File: config.mk
export PLATFORM = sky130hd
export DESIGN_NAME = sm_step_output_flat
export DESIGN_NICKNAME = d
export VERILOG_FILES = /design/src/rtl/sm_step_output_if.sv /design/src/rtl/sm_step_output.sv /design/src/flat_wrapper.sv
export SDC_FILE = /design/constraint.sdc
export NUM_CORES = 1
export LEC_CHECK = 0
export ABC_AREA = 0
export CAP_MARGIN = 25
export CELL_PAD_IN_SITES_DETAIL_PLACEMENT = 0
export CELL_PAD_IN_SITES_GLOBAL_PLACEMENT = 1
export CORE_ASPECT_RATIO = 1.2
export CORE_UTILIZATION = 49
export CTS_BUF_LIST = sky130_fd_sc_hd__clkbuf_4
export DETAILED_ROUTE_END_ITERATION = 10
export DONT_BUFFER_PORTS = 1
export GPL_TIMING_DRIVEN = 1
export PLACE_DENSITY = 0.83
export SETUP_SLACK_MARGIN = 0.5
export SLEW_MARGIN = 30
export SYNTH_ARGS = -nofsm -noshare
export SYNTH_HDL_FRONTEND = slang
export SYNTH_SLANG_ARGS = --single-unit
File: constraint.sdc
create_clock -name clk -period 3.7 [get_ports clk]
set_input_delay 0.74 -clock clk [delete_from_list [all_inputs] [get_ports clk]]
set_output_delay 0.74 -clock clk [all_outputs]
set_load 0.02 [all_outputs]
File: src/rtl/sm_step_output_if.sv
// Pin bundle between the pulse generator / host side and the step output stage.
// The master side drives requests; the slave side (the output stage) drives the pins and status.
interface sm_step_output_if #(
    parameter int POS_W = 32
);
    logic             step_in;
    logic             dir_req;
    logic             en_req;
    logic             fault_n;
    logic             fault_clr;
    logic             clr_pos;
    logic             step_out;
    logic             dir_out;
    logic             en_out;
    logic [POS_W-1:0] position;
    logic [7:0]       drop_cnt;
    logic             fault_latched;
    logic             busy;

    modport master (
        output step_in, dir_req, en_req, fault_n, fault_clr, clr_pos,
        input  step_out, dir_out, en_out, position, drop_cnt, fault_latched, busy
    );

    modport slave (
        input  step_in, dir_req, en_req, fault_n, fault_clr, clr_pos,
        output step_out, dir_out, en_out, position, drop_cnt, fault_latched, busy
    );
endinterface

File: src/rtl/sm_step_output.sv
// Stepper driver output conditioning: enforces step high/low widths, direction setup and
// enable wake-up time, tracks signed position, counts dropped steps and latches driver faults.
//
// state    | meaning
// ---------+-------------------------------------------------------------
// DISABLED | driver off, step requests ignored
// WAKE     | en_out high, waiting EN_DELAY cycles before the first step
// IDLE     | enabled, no step in flight
// DIR_SET  | dir_out just changed, waiting DIR_SETUP cycles
// HIGH     | step_out high for MIN_HIGH cycles
// LOW      | step_out low for MIN_LOW cycles
// FAULT    | driver fault seen, outputs off until fault_clr
module sm_step_output #(
    parameter int POS_W     = 32,
    parameter int MIN_HIGH  = 100,
    parameter int MIN_LOW   = 100,
    parameter int DIR_SETUP = 250,
    parameter int EN_DELAY  = 500
) (
    input  logic              clk,
    input  logic              rst,
    sm_step_output_if.slave   bus
);

    typedef enum logic [2:0] {
        ST_DISABLED,
        ST_WAKE,
        ST_IDLE,
        ST_DIR_SET,
        ST_HIGH,
        ST_LOW,
        ST_FAULT
    } state_t;

    localparam logic [15:0] HIGH_LD = 16'(MIN_HIGH - 1);
    localparam logic [15:0] LOW_LD  = 16'(MIN_LOW - 1);
    localparam logic [15:0] DIR_LD  = 16'(DIR_SETUP - 1);
    localparam logic [15:0] WAKE_LD = 16'(EN_DELAY - 1);

    state_t           state_q, state_d;
    logic [15:0]      timer_q, timer_d;
    logic             pending_q, pending_d;
    logic             dir_q, dir_d;
    logic [POS_W-1:0] pos_q, pos_d;
    logic [7:0]       drop_q, drop_d;
    logic             step_prev_q, step_prev_d;
    logic             flt_meta_q, flt_meta_d;
    logic             flt_sync_q, flt_sync_d;

    logic step_edge;
    logic flt;
    logic timer_tc;
    logic launch;
    logic absorb;
    logic pos_inc;

    assign step_edge = bus.step_in & ~step_prev_q;
    assign flt       = flt_sync_q;
    assign timer_tc  = (timer_q == 16'd0);

    always_comb begin
        state_d     = state_q;
        timer_d     = timer_q;
        pending_d   = pending_q;
        dir_d       = dir_q;
        pos_d       = pos_q;
        drop_d      = drop_q;
        step_prev_d = bus.step_in;
        flt_meta_d  = ~bus.fault_n;
        flt_sync_d  = flt_meta_q;
        launch      = 1'b0;
        absorb      = 1'b0;
        pos_inc     = 1'b0;

        if (flt) begin
            state_d   = ST_FAULT;
            pending_d = 1'b0;
        end else if (state_q == ST_FAULT) begin
            if (bus.fault_clr) begin
                state_d = ST_DISABLED;
            end
        end else if (!bus.en_req) begin
            state_d   = ST_DISABLED;
            pending_d = 1'b0;
        end else begin
            case (state_q)
                ST_DISABLED: begin
                    state_d = ST_WAKE;
                    timer_d = WAKE_LD;
                end
                ST_WAKE: begin
                    if (step_edge) begin
                        pending_d = 1'b1;
                    end
                    if (timer_tc) begin
                        state_d = ST_IDLE;
                    end else begin
                        timer_d = timer_q - 16'd1;
                    end
                end
                ST_IDLE: begin
                    if (step_edge || pending_q) begin
                        launch    = 1'b1;
                        pending_d = step_edge & pending_q;
                    end
                end
                ST_DIR_SET: begin
                    absorb = 1'b1;
                    if (timer_tc) begin
                        state_d = ST_HIGH;
                        timer_d = HIGH_LD;
                        pos_inc = 1'b1;
                    end else begin
                        timer_d = timer_q - 16'd1;
                    end
                end
                ST_HIGH: begin
                    absorb = 1'b1;
                    if (timer_tc) begin
                        state_d = ST_LOW;
                        timer_d = LOW_LD;
                    end else begin
                        timer_d = timer_q - 16'd1;
                    end
                end
                ST_LOW: begin
                    // The last LOW cycle hands straight over to the next step, so
                    // back-to-back requests run at exactly MIN_HIGH+MIN_LOW.
                    if (timer_tc) begin
                        if (step_edge || pending_q) begin
                            launch    = 1'b1;
                            pending_d = step_edge & pending_q;
                        end else begin
                            state_d = ST_IDLE;
                        end
                    end else begin
                        absorb  = 1'b1;
                        timer_d = timer_q - 16'd1;
                    end
                end
                default: begin
                    state_d = ST_DISABLED;
                end
            endcase
        end

        if (absorb && step_edge) begin
            if (pending_q) begin
                if (drop_q != 8'hFF) begin
                    drop_d = drop_q + 8'd1;
                end
            end else begin
                pending_d = 1'b1;
            end
        end

        if (launch) begin
            if (bus.dir_req != dir_q) begin
                dir_d   = bus.dir_req;
                state_d = ST_DIR_SET;
                timer_d = DIR_LD;
            end else begin
                state_d = ST_HIGH;
                timer_d = HIGH_LD;
                pos_inc = 1'b1;
            end
        end

        if (bus.clr_pos) begin
            pos_d = '0;
        end else if (pos_inc) begin
            pos_d = dir_q ? (pos_q + POS_W'(1)) : (pos_q - POS_W'(1));
        end
    end

    always_ff @(posedge clk) begin
        if (rst) begin
            state_q     <= ST_DISABLED;
            timer_q     <= 16'd0;
            pending_q   <= 1'b0;
            dir_q       <= 1'b0;
            pos_q       <= '0;
            drop_q      <= 8'd0;
            step_prev_q <= 1'b0;
            flt_meta_q  <= 1'b0;
            flt_sync_q  <= 1'b0;
        end else begin
            state_q     <= state_d;
            timer_q     <= timer_d;
            pending_q   <= pending_d;
            dir_q       <= dir_d;
            pos_q       <= pos_d;
            drop_q      <= drop_d;
            step_prev_q <= step_prev_d;
            flt_meta_q  <= flt_meta_d;
            flt_sync_q  <= flt_sync_d;
        end
    end

    assign bus.step_out      = (state_q == ST_HIGH);
    assign bus.en_out        = (state_q != ST_DISABLED) && (state_q != ST_FAULT);
    assign bus.dir_out       = dir_q;
    assign bus.position      = pos_q;
    assign bus.drop_cnt      = drop_q;
    assign bus.fault_latched = (state_q == ST_FAULT);
    assign bus.busy          = (state_q == ST_DIR_SET) || (state_q == ST_HIGH) ||
                               (state_q == ST_LOW) || pending_q;

endmodule

File: src/flat_wrapper.sv
// flat-port wrapper written by rule: the top's interface ports become plain ports
module sm_step_output_flat 
#(
    parameter int POS_W     = 32,
    parameter int MIN_HIGH  = 100,
    parameter int MIN_LOW   = 100,
    parameter int DIR_SETUP = 250,
    parameter int EN_DELAY  = 500
)
  (clk, rst, bus_step_in, bus_dir_req, bus_en_req, bus_fault_n, bus_fault_clr, bus_clr_pos, bus_step_out, bus_dir_out, bus_en_out, bus_position, bus_drop_cnt, bus_fault_latched, bus_busy);
  sm_step_output_if #(.POS_W(POS_W)) bus_i ();
  input  logic clk;
  input  logic rst;
  input wire logic [$bits(bus_i.step_in)-1:0] bus_step_in;
  input wire logic [$bits(bus_i.dir_req)-1:0] bus_dir_req;
  input wire logic [$bits(bus_i.en_req)-1:0] bus_en_req;
  input wire logic [$bits(bus_i.fault_n)-1:0] bus_fault_n;
  input wire logic [$bits(bus_i.fault_clr)-1:0] bus_fault_clr;
  input wire logic [$bits(bus_i.clr_pos)-1:0] bus_clr_pos;
  output wire logic [$bits(bus_i.step_out)-1:0] bus_step_out;
  output wire logic [$bits(bus_i.dir_out)-1:0] bus_dir_out;
  output wire logic [$bits(bus_i.en_out)-1:0] bus_en_out;
  output wire logic [$bits(bus_i.position)-1:0] bus_position;
  output wire logic [$bits(bus_i.drop_cnt)-1:0] bus_drop_cnt;
  output wire logic [$bits(bus_i.fault_latched)-1:0] bus_fault_latched;
  output wire logic [$bits(bus_i.busy)-1:0] bus_busy;
  assign bus_i.step_in = bus_step_in;
  assign bus_i.dir_req = bus_dir_req;
  assign bus_i.en_req = bus_en_req;
  assign bus_i.fault_n = bus_fault_n;
  assign bus_i.fault_clr = bus_fault_clr;
  assign bus_i.clr_pos = bus_clr_pos;
  assign bus_step_out = bus_i.step_out;
  assign bus_dir_out = bus_i.dir_out;
  assign bus_en_out = bus_i.en_out;
  assign bus_position = bus_i.position;
  assign bus_drop_cnt = bus_i.drop_cnt;
  assign bus_fault_latched = bus_i.fault_latched;
  assign bus_busy = bus_i.busy;
  sm_step_output #(.POS_W(POS_W), .MIN_HIGH(MIN_HIGH), .MIN_LOW(MIN_LOW), .DIR_SETUP(DIR_SETUP), .EN_DELAY(EN_DELAY)) u_core (.clk(clk), .rst(rst), .bus(bus_i));
endmodule
# ---- After elaboration in Yosys (flattened, before gate mapping)
# Index checks and enable logic that the tools add are counted.
dict set report word_totals {
  elab_cells 102
  out_inout_bits 45
  rom_bits 0
  input_bits 8
  register_bits 64
  ramBits 0
  latchBits 0
  mem_count 0
}
dict set report classes {
  addsub 4
  n_eq_ne 19
  n_div 0
  bitwise_logic 4
  shift 0
  magnitude_cmp 0
  mul 0
  n_reduce_logical 18
  mux 48
}
# cell n
set ops {}
lappend ops {{$mux W16} 6}
lappend ops {{$pmux W16 S3} 1}
lappend ops {{$mux W3} 11}
lappend ops {{$add A32 B1 Y32 const B} 1}
lappend ops {{$mux W32} 1}
lappend ops {{$sub A32 B1 Y32 const B} 1}
lappend ops {{$mux W1} 24}
lappend ops {{$ne A6 B3 Y1 const B} 3}
lappend ops {{$pmux W3 S6} 1}
lappend ops {{$logic_not A16 Y1} 1}
lappend ops {{$sub A16 B1 Y16 const B} 1}
lappend ops {{$eq A3 B3 Y1 const B} 3}
lappend ops {{$add A8 B1 Y8 const B} 1}
lappend ops {{$mux W8} 1}
lappend ops {{$ne A8 B8 Y1 const B} 1}
lappend ops {{$reduce_and A7 Y1} 1}
lappend ops {{$eq A3 B2 Y1 const B} 2}
lappend ops {{$ne A3 B3 Y1 const B} 2}
lappend ops {{$ne A6 B2 Y1 const B} 1}
lappend ops {{$ne A6 B4 Y1 const B} 1}
lappend ops {{$reduce_or A2 Y1} 3}
lappend ops {{$ne A5 B3 Y1 const B} 1}
lappend ops {{$reduce_and A5 Y1} 1}
lappend ops {{$logic_or A1 B1 Y1} 4}
lappend ops {{16 further kinds} 20}

# ---- Depth between registers and ports, before layout
# Gate-level depths: netlist of run 1.
dict set report depth {
  word_depth 11
  ltp_mapped 12
  mapped_depth_nobuf 11
}

# ---- Worst setup path before layout of run 1
# No wires, ideal clock.
dict set report synth_path {
  path_type {register to register}
  start {register u_core.dir_q, in the netlist u_core.bus.dir_out}
  end {register u_core.pos_q[24], in the netlist u_core.bus.position[24]}
  required_time_ns 3.625
  path_slack_ns 0.352
  setup_time_ns 0.075
  stages_incl_launch_ff 12
  n_path_buf 0
  arrival_ns 3.274
  synth_period_minus_slack_ns 3.348
  cell_sequence {dfxtp_1 inv_1 ha_1 a21oi_1 o21ai_0 a211oi_1 or2_2 o211a_1 a31o_2 o21a_1 or3_1 a31oi_1}
}
dict set report synth_between {
  elab_chain_len 3
  word_cells_on_any_way 4
  cone_classes {eq/ne: 1; mux: 3}
}
# element line
set synth_lines {}
lappend synth_lines {{start: declaration} sm_step_output.sv:43} ;# logic dir_q, dir_d;
lappend synth_lines {{start signal: assignment} sm_step_output.sv:191} ;# dir_q <= dir_d;
lappend synth_lines {{$ne A1 B1 Y1} sm_step_output.sv:158} ;# if (bus.dir_req != dir_q) begin
lappend synth_lines {{$mux W1} sm_step_output.sv:158}
lappend synth_lines {{$mux W1} sm_step_output.sv:157} ;# if (launch) begin
lappend synth_lines {{end signal: assignment} sm_step_output.sv:192} ;# pos_q <= pos_d;
lappend synth_lines {{end: declaration} sm_step_output.sv:44} ;# logic [POS_W-1:0] pos_q, pos_d;
# Several ways; a longest one is shown, not always the timed one.
# A chain may end at the register's enable or synchronous reset.

# ---- Worst setup path after layout of run 1
# Ends and elaborated chain as after synthesis.

==> results of run 1 <==
[worst max-delay path, delay by kind of cell (launching register included)]
family,cells,cell delay (ns)
compound gates,7,1.21
simple gates,2,0.57
buf+inv,3,0.47
flops,1,0.46
fa+ha+maj,1,0.29
[layout make-up]
cell class | instances | area [um^2]
fillers | 873 | 4024
multi-input cells | 503 | 3218
flip-flops and latches | 64 | 1285
well taps | 120 | 150.1
clock inverters | 7 | 118.9
inverters | 23 | 90.09
repair buffers | 9 | 80.08
clock buffers | 9 | 67.56
[sequential cells by signal, indices dropped and copies added, names as in the netlist]
name	cells
u_core.timer_q	16
u_core.step_prev_q	1
u_core.bus.dir_out	1
u_core.flt	1
u_core.state_q	3
u_core.pending_q	1
u_core.flt_meta_q	1
u_core.bus.position	32
u_core.bus.drop_cnt	8
[cell families (layout without fill, tap and decap cells)]
logic type               count (synthesis)  after routing
XOR/XNOR                                39             39
multiplexers                             2              2
AO/OA/AOI/OAI                          183            183
buffers and inverters                   48             48
flip-flops                              64             64
AND/OR/NAND/NOR                        245            245
adder cells (fa/ha/maj)                 34             34
[power by group]
| part | total (mW) | switching (mW) | internal (mW) |
|---|---|---|---|
| registers | 0.789 | 0.0646 | 0.724 |
| logic | 0.638 | 0.376 | 0.262 |
| clock network | 0.634 | 0.292 | 0.342 |
| total | 2.06 | 0.732 | 1.33 |
[through the flow]
stage                     power [mW]  hold slack, ns
after global placement         1.421          0.4178
final                          2.061          0.3434
after detailed placement       1.419          0.4239
after CTS                      2.059          0.3068
after global routing           2.183          0.3118
after floorplan                1.310          0.4138
[metal layers]
layer	up-vias	track usage [%]
met1	2021	27.57
li1	2208	-
met4	0	10.71
met3	23	6.427
met5	-	0
met2	132	44.38
[worst paths after layout]
check | cells past startpoint | slack, ns | to | start
setup / recovery | 13 | 0.61 | u_core.bus.position[24] | u_core.bus.dir_out
hold / removal | 1 | 0.34 | u_core.flt_meta_q | bus_fault_n
setup reg to reg | 13 | 0.61 | u_core.bus.position[24] | u_core.bus.dir_out
hold reg to reg | 1 | 0.45 | u_core.flt | u_core.flt_meta_q
[layout by cell type, fill, tap and decap left out, types with 9 or more instances in the layout]
cell	count
a21o_1	10
a21oi_1	72
a31oi_1	9
clkbuf_4	9
dfxtp_1	63
ha_1	28
inv_1	22
nand2_1	77
nand3_1	21
nand4_1	11
nor2_1	64
nor3_1	15
o21ai_0	33
o21bai_1	15
xnor2_1	24
xor2_1	15
[cells in the mapped netlist, types with 3 or more instances]
| cell | n | area share, % |
|---|---|---|
| nand3_1 | 21 | 2.3 |
| or4_1 | 3 | 0.49 |
| buf_2 | 4 | 0.44 |
| nor2b_1 | 7 | 0.96 |
| a31oi_1 | 9 | 1.2 |
| and2_1 | 5 | 0.68 |
| o211ai_1 | 3 | 0.49 |
| a21oi_1 | 73 | 8.0 |
| a221oi_1 | 3 | 0.57 |
| and3_1 | 6 | 0.82 |
| o21bai_1 | 15 | 2.5 |
| nand2b_1 | 5 | 0.68 |
| clkbuf_1 | 20 | 1.6 |
| or2_2 | 4 | 0.55 |
| dfxtp_1 | 64 | 28 |
| nor2_1 | 65 | 5.3 |
| nand2_1 | 78 | 6.4 |
| nor4_1 | 7 | 0.96 |
| o21a_1 | 3 | 0.49 |
| nor3_1 | 15 | 1.6 |
| inv_1 | 23 | 1.9 |
| a211oi_1 | 7 | 1.1 |
| a21o_1 | 10 | 1.6 |
| o21ai_0 | 36 | 3.9 |
| or3_1 | 6 | 0.82 |
| xor2_1 | 15 | 2.9 |
| ha_1 | 33 | 9.0 |
| xnor2_1 | 24 | 4.6 |
| nand4_1 | 11 | 1.5 |
[what timing repair did]
action                     CTS  global route
pin swaps                    0            13
resized for setup            2            13
hold endpoints to repair     0             0
buffers inserted             0             1
cloned                       0             0
setup endpoints to repair    1             8
==> flow_metrics.py, run 1 <==
metrics = {
    "outcome": {
        "status": "completed",
    },
    "clock_network": {
        "cts.hold.buffers_added": 0,
        "cts_max_level": 3,
        "cts.sinks": 64,
        "clkTransAtPathRegs_ns": 0.12,
        "root_buffer": "clkbuf_4",
        "cts_tree": "yes",
        "clk_path_buf_depth": 2,
        "insertion_delay_ns": 0.44,
        "numCtsBuffers": 9,
    },
    "final_layout": {
        "drive_gt1_share_pct": 9.106,
        "layout.nets": 652,
        "area_growth_pct": 9.459,
        "fin_util_pct": 55.46,
        "instances_no_fill": 735,
        "design_area_um2": 5010,
        "diodes": 0,
    },
    "routing": {
        "drt_iter0_drc": 185,
        "drc_errors": 0,
        "wirelength_um": 11830,
        "drt-pass1-iter-count": 5,
        "wl_met2_um": 6057,
        "postRouteAntennaNets": 0,
        "num_vias": 4384,
        "post_drt_wl_per_cell_um": 16.09,
        "via_per_inst": 5.965,
        "wl_met3_um": 698,
        "wl_met1_um": 4820,
        "highest_layer": "met4",
    },
    "job": {
        "drv_cap": 0,
    },
    "worst_setup_path": {
        "crit_path_cell_trace": "clkinvlp_4 -> buf_12 -> buf_4 -> ha_4 -> a21o_1 -> a211o_1 -> o22ai_1 -> or2_4 -> o211a_1 -> a31o_4 -> o21a_1 -> or3_1 -> a31oi_1",
        "endpoint_kind": "register",
        "crit_required_ns": 4.07,
        "worstSetupPathType": "reg2reg",
        "crit_arrival_ns": 3.46,
        "cp_slowest_cell": "dfxtp_4",
        "path_max_fanout": 13,
        "worst_path_largest_cell_delay_ns": 0.46,
        "start_kind": "register",
    },
    "power": {
        "p_leak_nw": 2.015,
        "power_density_nw_per_um2": 411.4,
        "max-vdd-ir-drop_mv": 0.3072,
    },
    "sta": {
        "min_period_ns": 3.091,
        "skew_ns": 0.007665,
        "fmax_mhz": 323.5,
        "setup-tns-final_ns": 0,
        "rsz0062_at_grt": "yes",
        "setup_slack_ns": 0.6090,
        "slew_viol_final": 0,
        "hold_viol": 0,
        "fin_crit_sh_pct": 83.54,
        "slew_headroom_pct": 52.80,
        "tightest_slew_ns": 0.7054,
        "final-setup-viol-count": 0,
    },
    "yosys": {
        "synth_mux_area_share_pct": 0.4374,
        "syn-cell-area_um2": 4577,
        "syn-num-nets": 657,
        "synthAdderAreaFrac_pct": 9.459,
        "synth_top_family_by_area": "simple AND/OR/NAND/NOR gates",
        "synth_xor_area_share_pct": 7.463,
        "async_flop_share_pct": 0,
        "ys_ff_latch": 64,
        "synth-edff-count": 0,
        "avgSynthCellArea_um2": 7.442,
        "synth_compound_gate_area_share_pct": 24.58,
        "synth_warnings": 0,
        "yosysUniqueCellTypes": 60,
        "synthSimpleGateAreaFrac_pct": 25.94,
        "ys.flop_type": "dfxtp_1",
        "ys_seq_area_share_pct": 27.99,
        "netlist_instances": 615,
    },
    "place": {
        "placed_cell_area_um2": 4755,
        "finalWeightedCongestion": 0.9022,
        "dp_cells": 718,
        "post-dp-hpwl_um": 8568,
        "port-buffer-count": 0,
        "dp_slack_ns": 0.4648,
    },
    "floorplanning": {
        "io_pins": 53,
        "coreArea_um2": 9034,
        "initial_utilization_pct": 50.66,
        "die_x_um": 90.23,
        "dieHeight_um": 107.9,
        "dieArea_um2": 9733,
        "rows": 38,
    },
    "global_route": {
        "grt_pass1_vias": 4052,
        "track_usage_pct": 24.74,
        "antenna_found_initial": 0,
        "grt_overflow": 0,
        "grt_first_pass_wirelength_um": 19400,
        "grt_max_degree": 32,
    },
    "worst_hold_path": {
        "hold_path.class": "in2reg",
    },
}
Note: power is estimated with default switching activity, not from simulation.
==> run 2: changes to the inputs <==
- clock period: 3.7 -> 3.07 ns (I/O delays scaled with it)
==> run 2 against run 1 <==
  * Sequential power is 19% higher
  * First-iteration DRC count is 31% higher
  * Clock power is 37% higher
  * Largest cell class unchanged
  * Core utilization is 14 points higher
  * Wire length is 20% higher
  * Cell count is 10% higher
  * Combinational power is 97% higher
  * Hold slack worse by 0.15 ns
  * Highest routed layer unchanged
==> flow_metrics.py, run 2 (same netlist as run 1, synthesis figures left out) <==
metrics = {
    "clock_network": {
        "root_buffer": "clkbuf_4",
        "cts_tree": "yes",
        "clkTransAtPathRegs_ns": 0.13,
        "insertion_delay_ns": 0.47,
        "numCtsBuffers": 9,
        "cts.hold.buffers_added": 0,
        "cts.sinks": 64,
        "clk_path_buf_depth": 2,
        "cts_max_level": 3,
    },
    "routing": {
        "postRouteAntennaNets": 0,
        "wirelength_um": 14150,
        "drt-pass1-iter-count": 4,
        "via_per_inst": 5.937,
        "post_drt_wl_per_cell_um": 17.42,
        "num_vias": 4821,
        "drt_iter0_drc": 242,
        "drc_errors": 0,
    },
    "place": {
        "port-buffer-count": 0,
        "post-dp-hpwl_um": 8988,
        "finalWeightedCongestion": 0.8968,
    },
    "worst_setup_path": {
        "crit_required_ns": 3.48,
        "rr_worst_depth": 16,
        "path_buf_inv": 6,
        "worstSetupPathType": "reg2reg",
        "crit_path_cell_trace": "clkinvlp_4 -> buf_12 -> ha_4 -> nand3_2 -> o211ai_1 -> nand4_1 -> a21oi_2 -> o21bai_1 -> buf_4 -> buf_6 -> buf_6 -> buf_6 -> nand2_4 -> xor2_1 -> nand2_1 -> a21oi_2",
        "reg2reg_to": "u_core.bus.position[23]",
        "endpoint_kind": "register",
        "crit_arrival_ns": 3.31,
        "start_kind": "register",
        "worst_path_largest_cell_delay_ns": 0.38,
        "reg2reg_slack_ns": 0.17,
        "r2r_start": "u_core.bus.dir_out",
        "path_max_fanout": 8,
        "path_common_cell": "buf_6",
        "cp_slowest_cell": "dfxtp_4",
        "crit_family": "buffers and inverters",
    },
    "power": {
        "power_density_nw_per_um2": 487.2,
        "max-vdd-ir-drop_mv": 0.3714,
        "total_power_mw": 3.065,
        "p_leak_nw": 2.586,
    },
    "worst_hold_path": {
        "min_path_cells": 1,
        "min_to": "u_core.timer_q[1]",
        "hold_path.class": "in2reg",
        "min_from": "rst",
    },
    "floorplanning": {
        "dieHeight_um": 107.9,
        "dieArea_um2": 9733,
        "io_pins": 53,
        "rows": 38,
        "die_x_um": 90.23,
        "coreArea_um2": 9034,
        "initial_utilization_pct": 50.66,
    },
    "global_route": {
        "antenna_found_initial": 0,
        "grt_max_degree": 32,
        "grt_pass1_vias": 4361,
        "grt_first_pass_wirelength_um": 20960,
        "grt_overflow": 0,
        "track_usage_pct": 26.90,
    },
    "sta": {
        "fin_crit_sh_pct": 94.62,
        "rsz0062_at_grt": "yes",
        "tightest_slew_ns": 0.8020,
        "final-setup-viol-count": 0,
        "skew_ns": 0.01197,
        "slew_viol_final": 0,
        "slew_headroom_pct": 46.21,
        "fmax_mhz": 344.3,
        "setup-tns-final_ns": 0,
        "hold_viol": 0,
        "min_period_ns": 2.905,
    },
    "final_layout": {
        "drive_gt1_share_pct": 29.77,
        "fin_util_pct": 69.64,
        "layout.nets": 729,
        "final_common_cell": "nand2_1",
        "layout_common_cells": "nand2_1, a21oi_1, nor2_1, buf_4, dfxtp_1",
        "diodes": 0,
        "area_growth_pct": 37.45,
        "largest_reg_flops": 32,
    },
    "outcome": {
        "status": "completed",
    },
    "job": {
        "drv_cap": 0,
    },
}
-- run 2: changes by cell type in the layout (fill, tap and decap cells not counted), moves of 5 or more --
cell,delta
nand3_1,-6
o21ai_2,+9
a21oi_2,+8
buf_4,+51
buf_6,+18
ha_1,-9
a21oi_1,-12
ha_4,+8
nor2_1,-5
o21ai_0,-11
-- run 2: worst max path at each step --
stage / slack [ns] / startpoint / end / cells after the start
2_1_floorplan: -0.18 / u_core.bus.dir_out / u_core.bus.position[31] / 12
3_3_place_gp: 0.11 / u_core.bus.dir_out / u_core.bus.position[28] / 12
3_5_place_dp: 0.07 / u_core.bus.dir_out / u_core.bus.position[28] / 12
4_1_cts: 0.25 / u_core.bus.dir_out / u_core.bus.position[30] / 13
5_1_grt: 0.04 / u_core.bus.dir_out / u_core.bus.position[30] / 13
6_report: 0.17 / u_core.bus.dir_out / u_core.bus.position[23] / 16
-- run 2: cell type report --
class,instances,area [um^2]
clock buffers,9,67.56
clock inverters,7,143.9
fillers,731,2743
inverters,23,92.59
multi-input cells,504,3739
flip-flops and latches,64,1295
well taps,120,150.1
repair buffers,85,803.3
-- run 2: timing repair --
action	4_1_cts	5_1_grt
setup buffers	22	32
pin swaps	38	57
cloned	1	2
endpoints found under the setup margin	44	53
resized for setup	47	103
-- run 2: where the power goes --
group | switching, mW | internal [mW]
clock | 0.375 | 0.494
combinational | 0.662 | 0.599
sequential | 0.0606 | 0.875
total | 1.10 | 1.97
-- run 2: routing by layer --
metal	part of all wire (%)	track usage [%]	routed length (um)
met1	40	30.80	5622
met5	0	0	0
met2	52	48.04	7342
met3	5.3	4.237	754
met4	3.0	14.40	429
-- run 2: through the flow --
| step | cell area [um^2] | hold WS, ns | setup slack, ns | instances |
|---|---|---|---|---|
| floorplan | 4667 | 0.4138 | -0.1835 | 615 |
| global placement | 4951 | 0.4221 | 0.1098 | 739 |
| detailed placement | 4951 | 0.4477 | 0.07412 | 739 |
| CTS | 5584 | 0.1941 | 0.2528 | 778 |
| global route | 6291 | 0.1685 | 0.04053 | 812 |
| finish | 6291 | 0.1920 | 0.1653 | 812 |
==> patch 1, RTL diff (settings of run 1) <==
`POS_W` is set to 32 in 3 places; all go to 36.
--- a/src/rtl/sm_step_output_if.sv
+++ b/src/rtl/sm_step_output_if.sv
@@ -1,7 +1,7 @@
 // Pin bundle between the pulse generator / host side and the step output stage.
 // The master side drives requests; the slave side (the output stage) drives the pins and status.
 interface sm_step_output_if #(
-    parameter int POS_W = 32
+    parameter int POS_W = 36
 );
     logic             step_in;
     logic             dir_req;
--- a/src/rtl/sm_step_output.sv
+++ b/src/rtl/sm_step_output.sv
@@ -11,7 +11,7 @@
 // LOW      | step_out low for MIN_LOW cycles
 // FAULT    | driver fault seen, outputs off until fault_clr
 module sm_step_output #(
-    parameter int POS_W     = 32,
+    parameter int POS_W     = 36,
     parameter int MIN_HIGH  = 100,
     parameter int MIN_LOW   = 100,
     parameter int DIR_SETUP = 250,
--- a/src/flat_wrapper.sv
+++ b/src/flat_wrapper.sv
@@ -1,7 +1,7 @@
 // flat-port wrapper written by rule: the top's interface ports become plain ports
 module sm_step_output_flat 
 #(
-    parameter int POS_W     = 32,
+    parameter int POS_W     = 36,
     parameter int MIN_HIGH  = 100,
     parameter int MIN_LOW   = 100,
     parameter int DIR_SETUP = 250,
Interface: changed (resized bus_position); port bits go from 53 to 57. No check against the original RTL was run, so the function may have changed too.
==> patch 1 against run 1 <==
Routed wire length decreased by 3.1%. Power decreased by 8.1%. Final area increased by 6.4%. Sequential cell count increased by 4. Area after synthesis increased by 5.8%. Via count decreased by 3.0%. Die area increased by 5.7%. Setup slack got worse by 0.0040 ns. First-iteration DRC count decreased by 37%. Clock skew increased by 0.0059 ns. Critical endpoint is now u_core.bus.position[32]. Largest power group unchanged.
==> patch 1: results <==
metrics = {
    "sta": {
        "maxSlewHeadroom_pct": 57.1,
    },
    "detailed_routing": {
        "dr.pass1.iters": 4,
        "wirelength_met1_mm": 5.02,
        "wl_mm": 11.5,
        "drt_iter0_markers": 116,
        "wire_per_inst_um": 15.7,
        "num_vias": 4253,
    },
    "global_routing": {
        "grt_max_degree": 46,
        "grtUsageTotal_pct": 22.8,
    },
    "setup_path": {
        "slowest_stage": "dfxtp_2",
        "cp_slowest_stage_delay_ns": 0.37,
        "cp_max_fo": 8,
        "critPathArrivalTime_ns": 3.42,
        "rr_endpoint": "u_core.bus.position[32]",
    },
    "placement": {
        "post-place-ws_ns": 0.405,
        "place.gp.congestion": 0.907,
        "placedInstanceArea_um2": 4960,
    },
    "pwr": {
        "peakVddDrop_mv": 0.152,
        "p_leak_nw": 2.20,
    },
    "logic_synthesis": {
        "ys_top_cells_by_count": "89 x nor2_1, 68 x dfxtp_1, 48 x nand2_1, 46 x a21oi_1, 37 x ha_1",
        "yosysSeqAreaShare_pct": 28.1,
        "synth.area.top_cells": "dfxtp_1 28%, ha_1 9.6%, nor2_1 6.9%",
    },
    "finish": {
        "drive_gt1_share_pct": 11.1,
    },
    "hold_path": {
        "min_to": "u_core.bus.drop_cnt[5]",
    },
    "outcome": {
        "outcome": "completed",
    },
}
==> patch 1: cells by family (layout without fill, tap and decap cells) <==
| logic type | Yosys count | count (layout) | share of synthesized area, % |
|---|---|---|---|
| simple gates | 212 | 212 | 21.1 |
| fa+ha+maj | 38 | 38 | 9.98 |
| mux | 28 | 28 | 5.79 |
| buf+inv | 37 | 41 | 3.15 |
| xor+xnor | 50 | 50 | 9.05 |
| flops | 68 | 68 | 28.1 |
| compound gates | 169 | 169 | 22.8 |
==> patch 1: repair_timing <==
action,CTS,global route
hold endpoints to repair,0,0
gates cloned,0,0
endpoints found under the setup margin,3,8
gates resized for setup,5,19
pin swaps,1,9
buffers inserted,0,8
==> patch 1: stage by stage <==
stage / util (%) / hold WS, ns
after global placement: 51.9 / 0.418
after detailed placement: 51.9 / 0.426
final: 55.7 / 0.346
after CTS: 54.0 / 0.322
after global routing: 55.7 / 0.311
after floorplan: - / 0.414
==> patch 1: cell type report <==
| cell class | count | area share, % |
|---|---|---|
| multi-input cells | 497 | 64.9 |
| flip-flops and latches | 68 | 25.6 |
| well taps | 123 | 2.89 |
| repair buffers | 14 | 2.35 |
| clock inverters | 7 | 2.16 |
| clock buffers | 9 | 1.27 |
| inverters | 11 | 0.845 |
==> patch 1: power by group <==
group          leakage (nW)  internal [mW]  switching (mW)  total [mW]
registers             0.552          0.762          0.0464       0.809
logic                  1.55          0.196           0.254       0.449
clock network        0.0936          0.339           0.296       0.636
==> patch 1: per-layer routing <==
layer,up-vias,track usage (%)
met5,-,0
met4,0,8.82
met3,22,5.83
met2,79,40.0
met1,1981,26.1
li1,2171,-
==> patch 2, RTL diff (flow settings as in run 1) <==
Without the edit above. Put a register stage on the output `bus.fault_latched`. The value now appears one clock later.
--- a/src/rtl/sm_step_output.sv
+++ b/src/rtl/sm_step_output.sv
@@ -202,7 +202,9 @@
     assign bus.dir_out       = dir_q;
     assign bus.position      = pos_q;
     assign bus.drop_cnt      = drop_q;
-    assign bus.fault_latched = (state_q == ST_FAULT);
+    always_ff @(posedge clk) begin
+        bus.fault_latched <= (state_q == ST_FAULT);
+    end
     assign bus.busy          = (state_q == ST_DIR_SET) || (state_q == ST_HIGH) ||
                                (state_q == ST_LOW) || pending_q;
 
Formal check against the unedited RTL: not equivalent (Yosys sat finds a counterexample within 4 cycles, from zero or initial values and one cycle with rst high).
==> patch 2 against run 1 <==
Final area hardly changed. Sequential power is 15% higher. Sequential cell count is 1 higher. Global-route usage is 0.27 points higher. Setup slack worse by 0.14 ns. Die area is 3.2% lower. First-iteration DRC count is 7.6% lower. Highest routed layer unchanged. Routed wire length is 7.1% lower. Maximum frequency is 4.2% lower. Power is 33% higher. Area after synthesis is 3.3% lower. Largest cell class unchanged. Non-clock buffer count is 7 higher.
==> patch 2: results <==
metrics = {
    "setup_path": {
        "ff2ff_path_depth": 10,
        "slowest_stage": "or4_4",
        "endpoint": "u_core.bus.position[31]",
        "critPathArrivalTime_ns": 3.59,
        "cp_max_fo": 18,
    },
    "finish": {
        "seq_share_pct": 26.1,
        "drive_gt1_share_pct": 12.5,
        "comb.multi_input.count": 469,
        "diodes": 1,
        "nets": 614,
        "clkCellAreaFrac_pct": 3.15,
        "clkbuf_count": 10,
        "layout.nonclk_buf_share_pct": 2.90,
        "num-nonclk-inverters": 11,
    },
    "detailed_routing": {
        "viasPerCell": 5.93,
        "dr.pass1.iters": 4,
        "wl_mm": 11.0,
    },
    "sta": {
        "setup_viol": 0,
        "worst_pin_slew_ns": 0.791,
        "finalWorstSetupSlack_ns": 0.473,
    },
    "placement": {
        "dpl.hpwl_mm": 7.70,
        "post-place-ws_ns": 0.439,
    },
    "global_routing": {
        "grt_max_degree": 29,
        "grt_pass1_wl_mm": 18.5,
        "grtUsageTotal_pct": 25.0,
        "antenna_found_initial": 1,
        "first_global_vias": 3987,
    },
    "logic_synthesis": {
        "ys_top_cells_by_count": "71 x nand2_1, 67 x nor2_1, 65 x dfxtp_1, 59 x a21oi_1, 33 x ha_1",
        "yosysSeqAreaShare_pct": 29.4,
        "synth.area.top_cells": "dfxtp_1 29%, ha_1 9.3%, a21oi_1 6.7%",
    },
    "clock_tree": {
        "clock_latency_ns": 0.43,
        "clk_pin_slew_ns": 0.12,
        "cts_resized": 4,
    },
    "pwr": {
        "p_leak_nw": 2.00,
        "peakVddDrop_mv": 0.200,
    },
    "outcome": {
        "outcome": "completed",
    },
}
patch 2: power by group through the flow:
stage | combinational [mW] | clock (mW) | sequential (mW)
CTS | 1.20 | 0.572 | 0.908
detailed placement | 1.18 | 0 | 0.924
global placement | 1.17 | 0 | 0.923
floorplan | 1.01 | 0 | 0.863
global route | 1.43 | 0.598 | 0.924
finish | 1.27 | 0.558 | 0.910
patch 2: cell families (layout without fill, tap and decap cells):
family / Yosys count / in the layout / share of synthesized area (%)
compound gates: 174 / 174 / 26.1
xor+xnor: 43 / 43 / 8.51
fa+ha+maj: 34 / 34 / 9.78
buf+inv: 30 / 43 / 2.80
flops: 65 / 65 / 29.4
mux: 2 / 2 / 0.452
other cells: 0 / 1 / 0
simple gates: 216 / 216 / 22.9
patch 2: per-layer routing:
metal / part of all wire, % / up-vias / wire length, um / global-route usage [%]
met5: 0 / - / 0 / 0
met4: 1.9 / 0 / 212 / 9.45
met3: 5.5 / 16 / 600 / 7.07
met2: 49 / 84 / 5410 / 41.6
met1: 43 / 1953 / 4760 / 30.1
li1: - / 2068 / - / -
patch 2: critical path: cells and delay by family, from the launching register on:
kind | cells | cell delay (ns)
AND/OR/NAND/NOR | 3 | 1.13
AO/OA/AOI/OAI | 4 | 0.82
adder cells (fa/ha/maj) | 1 | 0.42
buffers and inverters | 2 | 0.36
flip-flops | 1 | 0.43
patch 2: per-stage QoR:
stage | instances | util [%] | area, um2 | power [mW] | hold slack (ns)
after floorplan | 564 | - | 4500 | 1.87 | 0.414
after global placement | 671 | 53.6 | 4640 | 2.09 | 0.420
after detailed placement | 671 | 53.6 | 4640 | 2.10 | 0.428
after CTS | 687 | 55.6 | 4820 | 2.68 | 0.345
after global routing | 695 | 57.8 | 5010 | 2.95 | 0.332
final | 695 | 57.8 | 5010 | 2.74 | 0.358
